<file path="src/rtl/control_unit.sv">
// Multicycle CPU control FSM: decodes opcode/funct and ALU flags into datapath
// write enables and mux selects. Moore outputs, except the branch PCWrite which follows zero.
module control_unit #(
   parameter int SP_INIT = 227
) (
   input  logic       clock,
   input  logic       reset,
   input  logic [5:0] opcode,
   input  logic [5:0] funct,
   input  logic       zero,
   input  logic       overflow,
   output logic       PCWrite,
   output logic       MemWrite,
   output logic       IRWrite,
   output logic       RegWrite,
   output logic       AWrite,
   output logic       BWrite,
   output logic       ALUOutWrite,
   output logic       MDRWrite,
   output logic       IorD,
   output logic       ALUSrcA,
   output logic [1:0] ALUSrcB,
   output logic [2:0] ALUOp,
   output logic [1:0] RegDst,
   output logic [1:0] DataSrc,
   output logic [1:0] PCSource,
   output logic       halted,
   output logic [4:0] state
);

   typedef enum logic [4:0] {
      S_RESET      = 5'd0,
      S_FETCH      = 5'd1,
      S_FETCH_WAIT = 5'd2,
      S_DECODE     = 5'd3,
      S_R_EXEC     = 5'd4,
      S_R_WB       = 5'd5,
      S_ADDI_EXEC  = 5'd6,
      S_ADDI_WB    = 5'd7,
      S_MEM_ADDR   = 5'd8,
      S_LW_READ    = 5'd9,
      S_LW_WAIT    = 5'd10,
      S_LW_WB      = 5'd11,
      S_SW_WRITE   = 5'd12,
      S_BRANCH     = 5'd13,
      S_JUMP       = 5'd14,
      S_HALT       = 5'd15
   } state_e;

   localparam logic [5:0] OP_RTYPE = 6'h00;
   localparam logic [5:0] OP_J     = 6'h02;
   localparam logic [5:0] OP_BEQ   = 6'h04;
   localparam logic [5:0] OP_BNE   = 6'h05;
   localparam logic [5:0] OP_ADDI  = 6'h08;
   localparam logic [5:0] OP_LW    = 6'h23;
   localparam logic [5:0] OP_SW    = 6'h2B;

   localparam logic [5:0] FN_ADD   = 6'h20;
   localparam logic [5:0] FN_SUB   = 6'h22;
   localparam logic [5:0] FN_AND   = 6'h24;
   localparam logic [5:0] FN_BREAK = 6'h0D;

   localparam logic [2:0] ALU_ADD  = 3'b001;
   localparam logic [2:0] ALU_SUB  = 3'b010;
   localparam logic [2:0] ALU_AND  = 3'b011;

   // The stack-pointer value itself lives in the datapath; only its range is checked here.
   if (SP_INIT < 0) begin : g_sp_init_check
      $error("SP_INIT must be non-negative");
   end

   state_e state_q, state_d;

   logic r_arith;
   assign r_arith = (funct == FN_ADD) || (funct == FN_SUB);

   always_ff @(posedge clock) begin
      if (reset) begin
         state_q <= S_RESET;
      end else begin
         state_q <= state_d;
      end
   end

   always_comb begin
      state_d = state_q;
      case (state_q)
         S_RESET:      state_d = S_FETCH;
         S_FETCH:      state_d = S_FETCH_WAIT;
         S_FETCH_WAIT: state_d = S_DECODE;
         S_DECODE: begin
            case (opcode)
               OP_RTYPE: begin
                  if (funct == FN_ADD || funct == FN_SUB || funct == FN_AND) begin
                     state_d = S_R_EXEC;
                  end else begin
                     state_d = S_HALT;
                  end
               end
               OP_ADDI:       state_d = S_ADDI_EXEC;
               OP_LW, OP_SW:  state_d = S_MEM_ADDR;
               OP_BEQ, OP_BNE: state_d = S_BRANCH;
               OP_J:          state_d = S_JUMP;
               default:       state_d = S_HALT;
            endcase
         end
         S_R_EXEC:     state_d = (overflow && r_arith) ? S_HALT : S_R_WB;
         S_R_WB:       state_d = S_FETCH;
         S_ADDI_EXEC:  state_d = overflow ? S_HALT : S_ADDI_WB;
         S_ADDI_WB:    state_d = S_FETCH;
         S_MEM_ADDR:   state_d = (opcode == OP_SW) ? S_SW_WRITE : S_LW_READ;
         S_LW_READ:    state_d = S_LW_WAIT;
         S_LW_WAIT:    state_d = S_LW_WB;
         S_LW_WB:      state_d = S_FETCH;
         S_SW_WRITE:   state_d = S_FETCH;
         S_BRANCH:     state_d = S_FETCH;
         S_JUMP:       state_d = S_FETCH;
         S_HALT:       state_d = S_HALT;
         default:      state_d = S_HALT;
      endcase
   end

   always_comb begin
      PCWrite     = 1'b0;
      MemWrite    = 1'b0;
      IRWrite     = 1'b0;
      RegWrite    = 1'b0;
      AWrite      = 1'b0;
      BWrite      = 1'b0;
      ALUOutWrite = 1'b0;
      MDRWrite    = 1'b0;
      IorD        = 1'b0;
      ALUSrcA     = 1'b0;
      ALUSrcB     = 2'b00;
      ALUOp       = 3'b000;
      RegDst      = 2'b00;
      DataSrc     = 2'b00;
      PCSource    = 2'b00;
      halted      = 1'b0;
      case (state_q)
         S_RESET: begin
            RegWrite = 1'b1;
            RegDst   = 2'b10;
            DataSrc  = 2'b10;
         end
         S_FETCH: begin
            IorD = 1'b0;
         end
         S_FETCH_WAIT: begin
            IRWrite  = 1'b1;
            PCWrite  = 1'b1;
            ALUSrcB  = 2'b01;
            ALUOp    = ALU_ADD;
            PCSource = 2'b00;
         end
         S_DECODE: begin
            AWrite      = 1'b1;
            BWrite      = 1'b1;
            ALUOutWrite = 1'b1;
            ALUSrcB     = 2'b11;
            ALUOp       = ALU_ADD;
         end
         S_R_EXEC: begin
            ALUSrcA     = 1'b1;
            ALUSrcB     = 2'b00;
            ALUOutWrite = 1'b1;
            case (funct)
               FN_ADD:  ALUOp = ALU_ADD;
               FN_SUB:  ALUOp = ALU_SUB;
               FN_AND:  ALUOp = ALU_AND;
               default: ALUOp = 3'b000;
            endcase
         end
         S_R_WB: begin
            RegWrite = 1'b1;
            RegDst   = 2'b01;
            DataSrc  = 2'b00;
         end
         S_ADDI_EXEC, S_MEM_ADDR: begin
            ALUSrcA     = 1'b1;
            ALUSrcB     = 2'b10;
            ALUOp       = ALU_ADD;
            ALUOutWrite = 1'b1;
         end
         S_ADDI_WB: begin
            RegWrite = 1'b1;
            RegDst   = 2'b00;
            DataSrc  = 2'b00;
         end
         S_LW_READ: begin
            IorD = 1'b1;
         end
         S_LW_WAIT: begin
            IorD     = 1'b1;
            MDRWrite = 1'b1;
         end
         S_LW_WB: begin
            RegWrite = 1'b1;
            RegDst   = 2'b00;
            DataSrc  = 2'b01;
         end
         S_SW_WRITE: begin
            IorD     = 1'b1;
            MemWrite = 1'b1;
         end
         S_BRANCH: begin
            ALUSrcA  = 1'b1;
            ALUSrcB  = 2'b00;
            ALUOp    = ALU_SUB;
            PCSource = 2'b01;
            // zero comes from the compare running this very cycle
            PCWrite  = ((opcode == OP_BEQ) && zero) || ((opcode == OP_BNE) && !zero);
         end
         S_JUMP: begin
            PCWrite  = 1'b1;
            PCSource = 2'b10;
         end
         S_HALT: begin
            halted = 1'b1;
         end
         default: begin
            halted = 1'b1;
         end
      endcase
   end

   assign state = state_q;

endmodule

</file>
<file path="config.mk">
export PLATFORM = sky130hd
export DESIGN_NAME = control_unit
export DESIGN_NICKNAME = d
export VERILOG_FILES = /design/src/rtl/control_unit.sv
export SDC_FILE = /design/constraint.sdc
export NUM_CORES = 1
export LEC_CHECK = 0
export CAP_MARGIN = 30
export CORE_UTILIZATION = 32
export CTS_CLUSTER_SIZE = 40
export DETAILED_ROUTE_END_ITERATION = 7
export PLACE_DENSITY = 0.73
export SLEW_MARGIN = 20
export SYNTH_ARGS = -nofsm -noshare
export SYNTH_HDL_FRONTEND = slang
export SYNTH_SLANG_ARGS = --single-unit
</file>
<file path="constraint.sdc">
create_clock -name clock -period 2 [get_ports clock]
set_input_delay 0.4 -clock clock [delete_from_list [all_inputs] [get_ports clock]]
set_output_delay 0.4 -clock clock [all_outputs]
set_load 0.01 [all_outputs]
</file>
# == Word-level counts from Yosys, hierarchy flattened ==
# Index checks and enable logic that the tools add are counted.
# word_totals
regBits,5
inputBits,16
out_inout_bits,27
elab_cells,66
# op_classes
eq_ne,23
n_mux,22
n_reduce_logical,20
# op_table
op,count
5-bit one-hot mux with 9 select lines,1
5-bit by 4-bit == test with 1-bit output (second input constant),7
6-bit == test (second input constant),5
5-bit one-hot mux with 5 select lines,1
5-bit by 3-bit == test with 1-bit output (second input constant),4
2-bit one-hot mux with 3 select lines,3
4-bit OR reduction,4
15-bit OR reduction,1
6-bit by 3-bit == test with 1-bit output (second input constant),2
4-bit 2-to-1 mux,3
2-bit one-hot mux with 2 select lines,3
5-bit by 2-bit == test with 1-bit output (second input constant),2
1-bit 2-to-1 mux,9
2-bit OR reduction,4
7-bit OR reduction,1
6-bit by 2-bit == test with 1-bit output (second input constant),1
6-bit by 4-bit == test with 1-bit output (second input constant),1
6-bit logical NOT,1
5-bit by 1-bit == test with 1-bit output (second input constant),1
5-bit logical NOT,1
1-bit logical AND,3
1-bit logical OR,3
3-bit 2-to-1 mux,1
3-bit OR reduction,1
2 further kinds,2

# == Longest topological paths before layout ==
# Gate-level depths: netlist of the first run.
# depth
ltp_word,6
ltp_mapped,6
ltp_nobuf,5

# == Worst setup path after synthesis of the first run ==
# OpenSTA, ideal clock, no wires.
# synth_timing
kind,input port to output port
startpoint,in funct[0]
endpoint,out ALUOp[1]
arrival_time_ns,1.562
path_slack_ns,0.038
cell_stages,3
path_buffers,0
path_cell_list,or4b_1 -> or4_1 -> a21oi_1
# synth_via
elab_chain_len,3
elab_cells_between_ends,5
cone_classes,eq/ne: 3; mux: 2
# synth_rtl
item,line,rtl
"start, declared",9,"input logic [5:0] funct,"
6-bit == test,167,case (funct)
2-bit one-hot mux with 3 select lines *,167,
2-bit one-hot mux with 3 select lines *,140,case (state_q)
"end, declared",23,"output logic [2:0] ALUOp,"
# Every way passes the cells marked *; elsewhere a longest branch is shown, timed or not.

# == Worst setup path after layout of the first run ==
# layout_timing
startpoint,in funct[4]
endpoint,out ALUOp[1]
# Same word-level chain as after synthesis.

==> impl_metrics.ini, run 1 <==
[sta]
slew_violations = 0
period_needed_ps = 2133
hold_slack_ps = 673.3
finalSetupTns_ps = -133.1
skew_ps = 9.204
rsz0062_at_grt = yes
period_share_pct = 106.7
finalSetupViolCount = 1
timing.final.hold_violations = 0
fmax_mhz = 468.8
fin_ws_ps = -133.1

[yosys]
syn_area_um2 = 661.9
synth_top_family_by_area = simple AND/OR/NAND/NOR gates
synth_mux_area_share_pct = 0
synth_ff_type = dfxtp_1
syn_avg_cell_area_um2 = 6.619
synth_compound_area_share_pct = 36.67
synth_seq_area_share_pct = 12.10
ys_types = 44
synth-edff-count = 0
synth_fa_ha_area_share_pct = 0
synthSimpleGateAreaFrac_pct = 38.37
ys_async_sr_fraction_pct = 0
synthXorXnorAreaFrac_pct = 2.647
syn_inst = 100
synth_warnings = 0
ys_seq_elements = 4

[drt]
drt-total-wl_um = 2626
ant_nets = 0
wl_per_cell_um = 13.75
num_vias = 1029
routed_via_density = 5.387
drc = 0
drtPass1Iterations = 4
drt_iter0_markers = 12

[final_layout]
post-route-util_pct = 68.75
nFillCells = 167
areaGrowthSynthToFinish_pct = 103.8
largest_register_ffs = 4
num_antenna_cells = 0
layout_commonest_cell = buf_4
final_net_count = 182
layout_common_cells = buf_4 (26), dlygate4sd2_1 (13), clkdlybuf4s50_1 (12)
drive_gt1_share_pct = 35.98
stdcell_area_um2 = 1349

[global_routing]
first_global_vias = 914
antenna_found_initial = 0
track_usage_pct = 24.22
grt_max_degree = 13
grt_pass1_wl_um = 3857
grt-ovfl-total = 0

[worst_setup_path]
end_kind = primary output
reg2reg_slack_ps = 420
critPathKind = in -> out
worstReg2RegStart = state[2]$_SDFF_PP0_
r2r_end = state[3]$_SDFF_PP0_
cp-start-kind = input pin
crit_required_ps = 1600
cp_data_arrival_time_ps = 1730
cp_max_fo = 2
worstSetupStartpoint = funct[4]
endpoint = ALUOp[1]
r2r_cells = 6

[floorplan]
die-area_um2 = 2254
coreArea_um2 = 1962
die_y_um = 47.48
dieWidth_um = 47.48
rows = 16
initial_utilization_pct = 33.74
num_io_pins = 43

[placed_design]
place_congestion = 0.8298
hpwl_um = 2001
place.port_buffers = 40
placed_area_um2 = 1272
pre_cts_slack_ps = -919.5

[clock_tree]
clockBufferDepth = 2
cts_setup_buffers = 0
clk_latency_ps = 250
hold_buffers = 0
cts_sinks = 4
clkTransAtPathRegs_ps = 50
tritoncts = done
cts-root-buf = clkbuf_4
htree_levels = 1
cts_buffers = 3

[pwr]
clkPwrFrac_pct = 14.1
seq_power_share_pct = 15.4
p_sw_w = 0.0003433
switching_share_pct = 43.08
vdd_drop_max_mv = 0.4058
p_int_w = 0.0004537
comb_power_share_pct = 70.5
p_leak_nw = 0.7162
power_density_nw_per_um2 = 591.0

[hold_path]
hold_path_class = in -> reg

[outcome]
status = complete, but fails checks
violations = negative setup slack

[flow_run]
max_cap_violations = 0
==> cell families (layout without fill, tap and decap cells) <==
| family | after synthesis | count (layout) |
|---|---|---|
| other | 1 | 2 |
| XOR/XNOR | 2 | 2 |
| flip-flops | 4 | 4 |
| AO/OA/AOI/OAI | 34 | 34 |
| AND/OR/NAND/NOR | 45 | 45 |
| buffers and inverters | 14 | 77 |
==> critical path: stages <==
cell and delay (ps):
buf_6 90, or4b_4 520, or4_4 430, a21oi_2 140, buf_2 140
==> cell usage after synthesis (2+ instances only) <==
cell type / n / share of area, %
a21oi_1: 7 / 5.3
a221oi_1: 2 / 2.6
a31oi_1: 3 / 2.8
buf_4: 3 / 3.4
clkbuf_1: 6 / 3.4
dfxtp_1: 4 / 12
inv_1: 4 / 2.3
nand2_1: 11 / 6.2
nand2b_1: 3 / 2.8
nand3_1: 3 / 2.3
nor2_1: 11 / 6.2
nor3_1: 2 / 1.5
nor4_1: 2 / 1.9
o21ai_0: 2 / 1.5
o21ai_1: 7 / 5.3
xnor2_1: 2 / 2.6
==> power groups by stage <==
stage	Clock [W]	Combinational, W	Sequential [W]
floorplan	0	0.000246	0.000115
detailed placement	0	0.000566	0.000114
CTS	0.000112	0.000543	0.000117
global route	0.000119	0.000610	0.000125
global placement	0	0.000555	0.000115
finish	0.000112	0.000562	0.000123
==> repair_timing <==
| action | 4_1_cts | 5_1_grt |
|---|---|---|
| setup endpoints to repair | 20 | 9 |
| gates resized for setup | 54 | 16 |
| endpoints found under the hold margin | 0 | 0 |
| pin swaps | 5 | 8 |
==> through the flow <==
stage	std cells	power [W]
global placement	188	0.0006699
finish	191	0.0007971
detailed placement	188	0.0006801
CTS	191	0.0007720
floorplan	101	0.0003616
global route	191	0.0008529
==> layout make-up <==
type                            instances  area, um^2  area share (%)
Sequential cell                         4       86.33           6.401
Inverter                                5       18.77           1.391
Clock buffer                            3       22.52           1.670
Multi-Input combinational cell         83       576.8           42.76
Timing Repair Buffer                   69       610.6           45.27
Tap cell                               27       33.78           2.505
==> worst min-delay path by stage <==
stage                        start                  end  slack [ps]  depth (start not counted)
2_1_floorplan                reset  state[0]$_SDFF_PP0_         460                          1
3_3_place_gp   state[1]$_SDFF_PP0_  state[2]$_SDFF_PP0_         730                          3
3_5_place_dp   state[0]$_SDFF_PP0_  state[2]$_SDFF_PP0_         740                          2
4_1_cts        state[0]$_SDFF_PP0_  state[2]$_SDFF_PP0_         740                          2
5_1_grt                  opcode[3]  state[2]$_SDFF_PP0_         720                          4
6_report                 opcode[3]  state[2]$_SDFF_PP0_         670                          4
==> routing by layer <==
metal,routed length (um),GRT usage (%)
met5,0,0
met4,48,6.857
met3,157,3.774
met2,1372,45.75
met1,1046,27.77
No activity file was read; power rests on OpenSTA's default activity.
==> run 2: changes to the inputs <==
--- a/config.mk
+++ b/config.mk
@@ -6,10 +6,11 @@
 export NUM_CORES = 1
 export LEC_CHECK = 0
 export CAP_MARGIN = 30
+export CORE_MARGIN = 2
 export CORE_UTILIZATION = 32
 export CTS_CLUSTER_SIZE = 40
 export DETAILED_ROUTE_END_ITERATION = 7
-export PLACE_DENSITY = 0.73
+export PLACE_DENSITY_LB_ADDON = 0.05
 export SLEW_MARGIN = 20
 export SYNTH_ARGS = -nofsm -noshare
 export SYNTH_HDL_FRONTEND = slang
==> run 2 against run 1 <==
Net effect:
- register-to-register slack improved by 40 ps
- utilization grew 2.6 points
- flip-flop and latch count stayed put
- sequential power about the same
- fmax fell by 1.0%
- power grew 1.0%
- the run still ends with negative setup slack left
- largest power group unchanged
==> impl_metrics.ini, run 2 (synthesized netlist as in run 1, its figures left out) <==
[outcome]
status = complete, but fails checks
violations = negative setup slack

[final_layout]
final_cells = 198
num_antenna_cells = 0
layout_commonest_cell = buf_4
drive_gt1_share_pct = 40.94
stdcell_area_um2 = 1400
areaGrowthSynthToFinish_pct = 111.5
largest_register_ffs = 4
layout_common_cells = buf_4 (33), clkdlybuf4s50_1 (17), dlygate4sd2_1 (13)
nFillCells = 199
final_net_count = 189

[placed_design]
hpwl_um = 2000
pre_cts_slack_ps = -868.0
place.port_buffers = 40
place_congestion = 0.8240
placed_area_um2 = 1303
placedCellCount = 192

[sta]
period_share_pct = 107.8
skew_ps = 5.562
timing.final.hold_violations = 0
slew_violations = 0
hold_slack_ps = 707.4
period_needed_ps = 2156
fmax_mhz = 463.9
fin_ws_ps = -155.7
finalSetupViolCount = 2
rsz0062_at_grt = yes

[pwr]
vdd_drop_max_mv = 0.3921
seq_power_share_pct = 15.2
switching_share_pct = 41.28
p_int_w = 0.0004727
finalPower_w = 0.0008051
power_density_nw_per_um2 = 575.0
comb_power_share_pct = 73.0
p_sw_w = 0.0003323
clkPwrFrac_pct = 11.8
p_leak_nw = 0.6806

[clock_tree]
tritoncts = done
hold_buffers = 0
cts-root-buf = clkbuf_4
cts_buffers = 3
clk_latency_ps = 230
cts_sinks = 4
clockBufferDepth = 2
htree_levels = 1
clkTransAtPathRegs_ps = 40

[worst_setup_path]
cp_data_arrival_time_ps = 1760
end_kind = primary output
worstSetupStartpoint = funct[4]
crit_required_ps = 1600
critPathKind = in -> out
cp_max_fo = 2
worstReg2RegStart = state[2]$_SDFF_PP0_
cp-start-kind = input pin

[drt]
wl_per_cell_um = 12.89
drt-total-wl_um = 2553
num_vias = 1049
drc = 0
ant_nets = 0
routed_via_density = 5.298
drtPass1Iterations = 5
drt_iter0_markers = 25

[global_routing]
first_global_vias = 981
antenna_found_initial = 0
grt_max_degree = 14
track_usage_pct = 20.38
grt-ovfl-total = 0
grt_pass1_wl_um = 4098

[floorplan]
initial_utilization_pct = 33.74
dieWidth_um = 49.48
die-area_um2 = 2448
coreArea_um2 = 1962
rows = 16
die_y_um = 49.48
num_io_pins = 43

[hold_path]
hp-start = state[1]$_SDFF_PP0_
hold_path_class = reg -> reg

[flow_run]
max_cap_violations = 0
## run 2: changes by cell type in the layout (fill, tap and decap cells not counted), sizes merged
cell,previous run,this run
buf,36,43
clkdlybuf4s50,12,17
dlymetal6s2s,8,3
## run 2: layout make-up
| class | count | area [um^2] | share of cell area [%] |
|---|---|---|---|
| clock buffers | 3 | 22.52 | 1.609 |
| inverters | 5 | 18.77 | 1.340 |
| multi-input cells | 83 | 594.3 | 42.45 |
| flip-flops and latches | 4 | 86.33 | 6.166 |
| well taps | 27 | 33.78 | 2.413 |
| repair buffers | 76 | 644.4 | 46.02 |
## run 2: path summary, 6_finish.rpt
check                           cells past startpoint  slack (ps)                   to
worst max-delay path                                5        -160             ALUOp[1]
worst min-delay path                                3         710  state[2]$_SDFF_PP0_
worst max register to register                      6         460  state[3]$_SDFF_PP0_
worst min register to register                      3         710  state[2]$_SDFF_PP0_
## run 2: through the flow
stage	util (%)	TNS [ps]
3_3_place_gp	66.39	-2417
2_1_floorplan	-	0
6_report	71.36	-159.1
5_1_grt	71.36	-357.8
4_1_cts	69.83	-160.0
3_5_place_dp	66.39	-2558
## run 2: critical path: stages
cell and delay [ps]:
buf_6 90, or4b_4 530, or4_1 470, a21oi_1 130, buf_2 140
## run 2: power groups by stage
stage	Combinational [W]	Clock (W)	Sequential, W
after CTS	0.000577	0.0000969	0.000121
after detailed placement	0.000578	0	0.000115
after global placement	0.000571	0	0.000116
after global routing	0.000635	0.000104	0.000125
final	0.000588	0.0000947	0.000123
after floorplan	0.000246	0	0.000115
## run 2: timing repair
item,4_1_cts,5_1_grt
pin swaps,5,8
gates resized for setup,58,8
buffers inserted,3,0
endpoints found under the setup margin,19,9
## run 2: layer usage
layer | track usage, % | share of wire [%] | vias to the layer above
met4 | 2.778 | 0 | 0
met5 | 0 | 0 | -
met3 | 0.3030 | 4.8 | 0
met2 | 41.44 | 55 | 39
met1 | 23.94 | 41 | 495
li1 | - | - | 515
==> run 3: changes to the inputs <==
--- a/config.mk
+++ b/config.mk
@@ -5,7 +5,8 @@
 export SDC_FILE = /design/constraint.sdc
 export NUM_CORES = 1
 export LEC_CHECK = 0
-export CAP_MARGIN = 30
+export ABC_CLOCK_PERIOD_IN_PS = 2000
+export CAP_MARGIN = 5
 export CORE_MARGIN = 2
 export CORE_UTILIZATION = 32
 export CTS_CLUSTER_SIZE = 40
==> results of run 3 <==
Same layout as run 2: the final DEF is identical, and so are final timing and power.
